$ cat src/rtl/cmm_bsc_sfifo_wr_arb.sv
// -----------------------------------------------------------------------------
// cmm_bsc_sfifo_wr_arb
// Round-robin write-port arbiter that shares one synchronous FIFO between
// C_NUM requesters. A requester that starts a multi-beat burst keeps the write
// port until its last beat, or until C_MAXB beats force it to let go.
//
// Ports:
//   clk, rst_n    clock, asynchronous active-low reset
//   req_vld       per-requester beat valid
//   req_last      per-requester last beat of burst
//   req_data      requester i data at bits [i*C_DW +: C_DW]
//   req_rdy       per-requester beat accepted (same-cycle handshake, one-hot)
//   fifo_wfull    FIFO full flag (hard backpressure)
//   fifo_awfull   FIFO almost-full flag (blocks new bursts only)
//   fifo_we       FIFO write enable
//   fifo_wdata    FIFO write data, zero when not writing
//   fifo_wid      index of the requester currently selected for writing
//   busy          high while a burst holds the lock
//   cur_owner     owner of the current or last burst
//   burst_err     one-cycle pulse after a forced release
// -----------------------------------------------------------------------------
module cmm_bsc_sfifo_wr_arb #(
    parameter int unsigned C_NUM  = 4,
    parameter int unsigned C_IDW  = 2,
    parameter int unsigned C_DW   = 32,
    parameter int unsigned C_MAXB = 16,
    parameter int unsigned C_CW   = 5
) (
    input  logic                  clk,
    input  logic                  rst_n,
    input  logic [C_NUM-1:0]      req_vld,
    input  logic [C_NUM-1:0]      req_last,
    input  logic [C_NUM*C_DW-1:0] req_data,
    output logic [C_NUM-1:0]      req_rdy,
    input  logic                  fifo_wfull,
    input  logic                  fifo_awfull,
    output logic                  fifo_we,
    output logic [C_DW-1:0]       fifo_wdata,
    output logic [C_IDW-1:0]      fifo_wid,
    output logic                  busy,
    output logic [C_IDW-1:0]      cur_owner,
    output logic                  burst_err
);

    localparam logic [0:0] ST_IDLE = 1'b0;
    localparam logic [0:0] ST_LOCK = 1'b1;

    logic [0:0]       state_q, state_d;
    logic [C_IDW-1:0] ptr_q, ptr_d;
    logic [C_IDW-1:0] owner_q, owner_d;
    logic [C_CW-1:0]  cnt_q, cnt_d;
    logic             burst_err_q, burst_err_d;

    logic             grant_found;
    logic [C_IDW-1:0] grant_idx;
    logic [C_IDW-1:0] sel_idx;
    logic             sel_last;
    logic             accept;

    // Round-robin successor of a requester index.
    function automatic logic [C_IDW-1:0] next_idx(input logic [C_IDW-1:0] i);
        if (int'(i) == int'(C_NUM) - 1) begin
            return '0;
        end
        return i + 1'b1;
    endfunction

    // First valid requester at or after ptr, wrapping at C_NUM.
    always_comb begin
        int idx;
        grant_found = 1'b0;
        grant_idx   = '0;
        idx         = 0;
        for (int k = 0; k < int'(C_NUM); k++) begin
            idx = int'(ptr_q) + k;
            if (idx >= int'(C_NUM)) begin
                idx = idx - int'(C_NUM);
            end
            if (!grant_found && req_vld[idx]) begin
                grant_found = 1'b1;
                grant_idx   = C_IDW'(idx);
            end
        end
    end

    assign sel_idx  = (state_q == ST_LOCK) ? owner_q : grant_idx;
    assign sel_last = req_last[sel_idx];

    // Ready is gated by rst_n so nothing is accepted while reset is asserted.
    always_comb begin
        req_rdy = '0;
        if (rst_n) begin
            if (state_q == ST_LOCK) begin
                // An owned burst ignores almost-full and may fill the FIFO.
                req_rdy[owner_q] = ~fifo_wfull;
            end else if (!fifo_wfull && !fifo_awfull && grant_found) begin
                req_rdy[grant_idx] = 1'b1;
            end
        end
    end

    assign accept     = |(req_vld & req_rdy);
    assign fifo_we    = accept;
    assign fifo_wdata = accept ? req_data[sel_idx*C_DW +: C_DW] : '0;
    assign fifo_wid   = sel_idx;

    always_comb begin
        state_d     = state_q;
        ptr_d       = ptr_q;
        owner_d     = owner_q;
        cnt_d       = cnt_q;
        burst_err_d = 1'b0;
        if (accept) begin
            if (state_q == ST_IDLE) begin
                owner_d = grant_idx;
                if (sel_last) begin
                    ptr_d = next_idx(grant_idx);
                end else begin
                    state_d = ST_LOCK;
                    cnt_d   = C_CW'(1);
                end
            end else begin
                cnt_d = cnt_q + 1'b1;
                if (sel_last) begin
                    state_d = ST_IDLE;
                    ptr_d   = next_idx(owner_q);
                end else if (cnt_q == C_CW'(C_MAXB - 1)) begin
                    // This is beat C_MAXB: force release, remainder re-arbitrates.
                    state_d     = ST_IDLE;
                    ptr_d       = next_idx(owner_q);
                    burst_err_d = 1'b1;
                end
            end
        end
    end

    always_ff @(posedge clk or negedge rst_n) begin
        if (!rst_n) begin
            state_q     <= ST_IDLE;
            ptr_q       <= '0;
            owner_q     <= '0;
            cnt_q       <= '0;
            burst_err_q <= 1'b0;
        end else begin
            state_q     <= state_d;
            ptr_q       <= ptr_d;
            owner_q     <= owner_d;
            cnt_q       <= cnt_d;
            burst_err_q <= burst_err_d;
        end
    end

    assign busy      = (state_q == ST_LOCK);
    assign cur_owner = owner_q;
    assign burst_err = burst_err_q;

endmodule

$ cat config.mk
export PLATFORM = sky130hd
export DESIGN_NAME = cmm_bsc_sfifo_wr_arb
export DESIGN_NICKNAME = d
export VERILOG_FILES = /design/src/rtl/cmm_bsc_sfifo_wr_arb.sv
export SDC_FILE = /design/constraint.sdc
export NUM_CORES = 1
export LEC_CHECK = 0
export CAP_MARGIN = 20
export CELL_PAD_IN_SITES_DETAIL_PLACEMENT = 1
export CELL_PAD_IN_SITES_GLOBAL_PLACEMENT = 1
export CORE_AREA = 2 2 71 73
export DETAILED_ROUTE_END_ITERATION = 16
export DIE_AREA = 0 0 73 75
export DONT_BUFFER_PORTS = 1
export PLACE_DENSITY_LB_ADDON = 0.25
export SETUP_SLACK_MARGIN = 0.3
export SYNTH_ARGS = -nofsm -noshare
export SYNTH_HDL_FRONTEND = slang
export SYNTH_SLANG_ARGS = --single-unit
$ cat constraint.sdc
create_clock -name clk -period 3.85 [get_ports clk]
set_input_delay 0.77 -clock clk [delete_from_list [all_inputs] [get_ports clk]]
set_output_delay 0.77 -clock clk [all_outputs]
set_load 0.01 [all_outputs]
Word-level counts from Yosys, hierarchy flattened
Index checks and enable logic that the tools add are counted.
Word-level totals
  output and inout bits: 43
  ROM bits: 0
  memories: 0
  register bits: 11
  memory bits (writable): 0
  bits of input ports: 140
  word-level logic and storage cells: 119
  bits in latches: 0
Operators by class
  bitwise gates (word level): 3
  $mul: 0
  div/mod/pow operators: 0
  shift-type cells: 1
  mux-type cells: 66
  reductions and logical operators: 17
  $lt $le $gt $ge: 13
  equal/unequal tests: 4
  add/sub/neg operators: 10
Operator list (number)
  32-bit two-way mux: 5
  32-bit by 4-bit < comparator with 1-bit output, second input constant: 4
  128-bit by 8-bit variable part select with 32-bit output: 1
  1-bit two-way mux: 35
  2-bit two-way mux: 14
  4-bit two-way mux: 3
  3-bit by 3-bit subtractor with 4-bit output, second input constant: 3
  1-bit binary-select mux with 2-bit select: 5
  5-bit two-way mux: 2
  3-bit greater-or-equal comparator, second input constant: 3
  2-bit by 3-bit < comparator with 1-bit output, second input constant: 3
  4-bit bitwise AND: 2
  1-bit logical AND: 7
  2-bit by 2-bit adder with 3-bit output, second input constant: 2
  5-bit by 1-bit adder with 5-bit output, second input constant: 1
  5-bit by 4-bit equality test with 1-bit output, second input constant: 1
  1-bit zero test: 5
  2-bit by 1-bit adder with 2-bit output, second input constant: 2
  1-bit demux with 2-bit select: 2
  2-bit by 1-bit equality test with 1-bit output, second input constant: 2
  2-bit by 1-bit greater-or-equal comparator with 1-bit output, second input constant: 2
  2-bit nonzero test: 2
  4-bit OR reduction: 1
  2-bit by 3-bit subtractor with 4-bit output, second input constant: 1
  6 further kinds: 6

Depth between registers and ports, before layout
  depth after elaboration: 29
  depth in mapped cells: 14
  gate-level depth less buffers: 12

Least setup slack after synthesis
No wires, ideal clock.
  kind: input -> output
  from: input port req_vld[2]
  to: output port fifo_wdata[26]
  data arrival time: 2712 ps
  buffers on the path: 2
  setup slack: 368 ps
  required time: 3080 ps
  stages: 12
  cell sequence: nor2b_1 -> a211oi_1 -> nor2_1 -> inv_1 -> ha_1 -> nor4b_1 -> a22oi_1 -> nor2b_1 -> a211o_4 -> buf_6 -> buf_6 -> and2_1
Between the ends
  longest elaborated chain between the ends: 23
  elaborated cells between the ends (all ways): 40
  those cells by class: order compare: 2; shift: 1; mux: 27; bitwise: 1; reduce/logical: 9
Ends and longest elaborated chain
  start: declaration: line 31  | input logic [C_NUM-1:0] req_vld,
  1-bit binary-select mux with 2-bit select: line 79  | if (!grant_found && req_vld[idx]) begin
  1-bit two-way mux (not written as such) (2 in a row): line 79
  1-bit two-way mux: line 79
  1-bit zero test: line 79
  1-bit logical AND: line 79
  1-bit two-way mux: line 79
  1-bit zero test: line 79
  1-bit logical AND: line 79
  [... 8 more ...]
  4-bit two-way mux (*): line 96  | end else if (!fifo_wfull && !fifo_awfull && grant_found) begin
  4-bit two-way mux (*): line 93  | if (state_q == ST_LOCK) begin
  4-bit two-way mux (*): line 92  | if (rst_n) begin
  via req_rdy[0]: line 34  | output logic [C_NUM-1:0] req_rdy,
  4-bit bitwise AND (*): line 102  | assign accept = |(req_vld & req_rdy);
  4-bit OR reduction (*): line 102
  via fifo_we: line 37  | output logic fifo_we,
  32-bit two-way mux (*): line 104  | assign fifo_wdata = accept ? req_data[sel_idx*C_DW +: C_DW] : '0;
  end: declaration: line 38  | output logic [C_DW-1:0] fifo_wdata,
The timed path passes the listed nets; every way through them passes the cells marked *. The select of a mux whose other input is x is not followed.

Final worst setup path
  from: input port req_vld[1]
  to: output port fifo_wdata[2]
Between the ends
  longest elaborated chain between the ends: 23
  elaborated cells between the ends (all ways): 40
  those cells by class: order compare: 2; shift: 1; mux: 27; bitwise: 1; reduce/logical: 9
Ends and longest elaborated chain
  1-bit binary-select mux with 2-bit select: line 79
  1-bit two-way mux (not written as such) (2 in a row): line 79
  1-bit two-way mux: line 79
  1-bit zero test: line 79
  1-bit logical AND: line 79
  1-bit two-way mux: line 79
  1-bit zero test: line 79
  1-bit logical AND: line 79
  [... 7 more ...]
  1-bit demux with 2-bit select: line 97  | req_rdy[grant_idx] = 1'b1;
  4-bit two-way mux: line 96
  4-bit two-way mux: line 93
  4-bit two-way mux: line 92
  4-bit bitwise AND (*): line 102
  4-bit OR reduction (*): line 102
  via fifo_we: line 37
  32-bit two-way mux (*): line 104
Marks and branches as above.

==> flow_summary.ini <==
[run_status]
status = complete, no violations

[cells_and_area]
fillers = 482
layout.nets = 343
fin_cells = 247
drive_gt1_share_pct = 39.1
area_delta_synth_final_pct = 11.4
fin_area_sq_um = 2270

[power]
combPwrFrac_pct = 78.6
switching_share_pct = 46.1
power.share.sequential_pct = 14.6
p_per_area_nw_per_um2 = 788
p_clk_share_pct = 6.8
p_int_mw = 0.961
vdd_drop_max_v = 0.000310
p_leak_nw = 0.897
switchingPower_mw = 0.824

[route]
wirelength_microns = 7920
top_layer = met4
vias = 1767
ant_nets = 0
dr.pass1.iters = 6
wl_met2_microns = 4090
drt_iter0_markers = 76
drc = 0
wl_per_cell_microns = 32.1
met3_length_microns = 643
viasPerCell = 7.15
met1Wirelength_microns = 3050

[sta]
worst_clock_skew_ns = 0.0105
fin_ws_ns = 0.405
whs_ns = 0.212
max_freq_mhz = 290
fin_setup_tns_ns = 0
worst-slew-pin-transition_ns = 0.447
slew_violations = 0
setup_viol = 0
period_needed_ns = 3.45
rsz0062_at_grt = yes
finalCritPeriodShare_pct = 89.5
slew_headroom_pct = 70.0
finalHoldViolCount = 0

[synthesis]
yosys-top-cells-count = and2_1 (33), mux4_2 (32), dfrtp_1 (11), inv_1 (11), ha_1 (10)
ys_seq_area_share_pct = 13.5
synth.most_common_cell = and2_1
synth_area_leaders = mux4_2 (35%), dfrtp_1 (14%), and2_1 (10%), ha_1 (6.2%), buf_6 (2.8%)
synthFlopType = dfrtp_1
synth_edf_count = 0
synth_cell_types = 46
yosys.area.top_type = mux4_2
ys_ff_latch = 11
synth_cells = 188
netlist_area_sq_um = 2030
async_flop_share_pct = 100
yosysTopAreaCellShare_pct = 35.4
syn_area_per_cell_sq_um = 10.8
synth_warnings = 0
syn_nets = 338

[die]
coreArea_sq_um = 4660
core.rowCount = 25
die_w_microns = 73
initial_utilization_pct = 43.7
die_h_microns = 75
die-area_sq_um = 5480
pin_count = 183

[global_route]
antenna_found_initial = 1
grt_pass1_wl_microns = 10300
grt_pass1_vias = 1780
grt_max_degree = 35
track_usage_pct = 25.9
grt-ovfl-total = 0

[worst_setup_path]
crit_type = input port to primary output
critPathMaxFanout = 8
rr_worst_depth = 12
crit_chain = a21boi_1, o221ai_4, inv_2, ha_1, nor4b_1, a22oi_1, buf_4, o22ai_4, a211o_4, and2_1
r2r_end = ptr_q[0]$_DFFE_PN0P_
cp_data_arrival_time_ns = 2.68
rrSetupSlack_ns = 0.82
critPathMaxStageDelay_ns = 0.28
required_ns = 3.08
cp-start-kind = input port
r2r-start = ptr_q[1]$_DFFE_PN0P_
critPathCaptureType = primary output
crit_slowest_cell = o22ai_4

[min_path]
hold_class = input port to asynchronous set/reset pin

[placed_design]
place_ws_ns = 0.163
place_area_sq_um = 2040
gp_congestion = 0.849
placed_cells = 232
dpl.hpwl_microns = 5990
io_buffers = 0

[clocking]
tritoncts = built
clk_pin_slew_ns = 0.06
cts_buffer_depth = 2
cts.sinks = 11
cts_root_buf = clkbuf_8
htree_levels = 1
clk_latency_ns = 0.25
cts_made_buffers = 3

[flow_run]
drv_cap = 0
[cells in the final DEF (no fill, tap or decap), types with 3 or more instances in the layout]
cell      synthesis  routed
a22o_1            4       4
nor4b_1           4       3
nor2b_1           9       6
clkbuf_8          0       3
a211o_4           1       3
nand2_1           7       7
and2_1           33      31
nor2b_2           0       3
mux4_2           32      32
dfrtp_1          11      10
ha_1             10      10
inv_1            11      10
buf_4             0       9
a211o_2           0       3
mux2i_1           4       3
nor2_1            7       5
[flip-flops by register name, summed over array words and instances (netlist names)]
register,count
busy,1
cnt_q,5
ptr_q,2
burst_err,1
cur_owner,2
[through the flow]
stage / util (%) / power [mW]
2_1_floorplan: - / 1.40
3_3_place_gp: 43.7 / 1.53
3_5_place_dp: 43.7 / 1.58
4_1_cts: 45.3 / 1.72
5_1_grt: 48.6 / 1.93
6_report: 48.6 / 1.78
[worst max path at each step]
| stage | start | end | slack [ns] |
|---|---|---|---|
| floorplan | req_vld[2] | fifo_wdata[26] | 0.37 |
| global placement | req_vld[2] | fifo_wdata[18] | 0.23 |
| detailed placement | req_vld[2] | fifo_wdata[29] | 0.16 |
| CTS | req_vld[1] | fifo_wdata[29] | 0.28 |
| global route | ptr_q[1]$_DFFE_PN0P_ | fifo_wdata[2] | 0.25 |
| finish | req_vld[1] | fifo_wdata[2] | 0.40 |
[metal layers]
metal	vias up	GRT usage, %
li1	752	-
met1	898	33.9
met2	104	42.2
met3	13	7.36
met4	0	7.20
met5	-	0
[critical path, delay by kind of cell]
family	cells	cell delay, ns
adder cells (fa/ha/maj)	1	0.15
AND/OR/NAND/NOR	2	0.48
AO/OA/AOI/OAI	5	1.01
buffers and inverters	2	0.25
[cells by family (layout without fill, tap and decap cells)]
logic type	count (synthesis)	in the layout	synth area share, %
flops	11	11	13.5
compound gates	32	37	13.7
buf+inv	26	25	7.01
other cells	0	1	0
fa+ha+maj	10	10	6.15
simple gates	70	70	20.6
mux	39	39	39.1
[area by class of cell]
cell class                 instances  area, sq um  area share [%]
tap                               54         67.6            2.98
timing repair buffer               9         67.6            2.98
inverter                          12         47.5            2.10
antenna                            1         2.50           0.110
clock inverter                     1         5.00           0.221
multi-input combinational        156         1760            77.6
sequential                        11          277            12.2
clock buffer                       3         41.3            1.82
[power by group through the flow]
stage,logic (mW),clock network (mW),registers [mW]
2_1_floorplan,1.18,0,0.224
5_1_grt,1.53,0.133,0.270
6_report,1.40,0.121,0.261
3_5_place_dp,1.32,0,0.257
4_1_cts,1.34,0.124,0.255
3_3_place_gp,1.28,0,0.252
[repair_timing]
item / CTS / global route
setup endpoints to repair: 32 / 32
pin swaps: 1 / 7
buffers inserted: 0 / 5
gates cloned: 1 / 4
gates resized for setup: 4 / 19
hold buffers: 0 / 0
No activity file was read; power rests on OpenSTA's default activity.
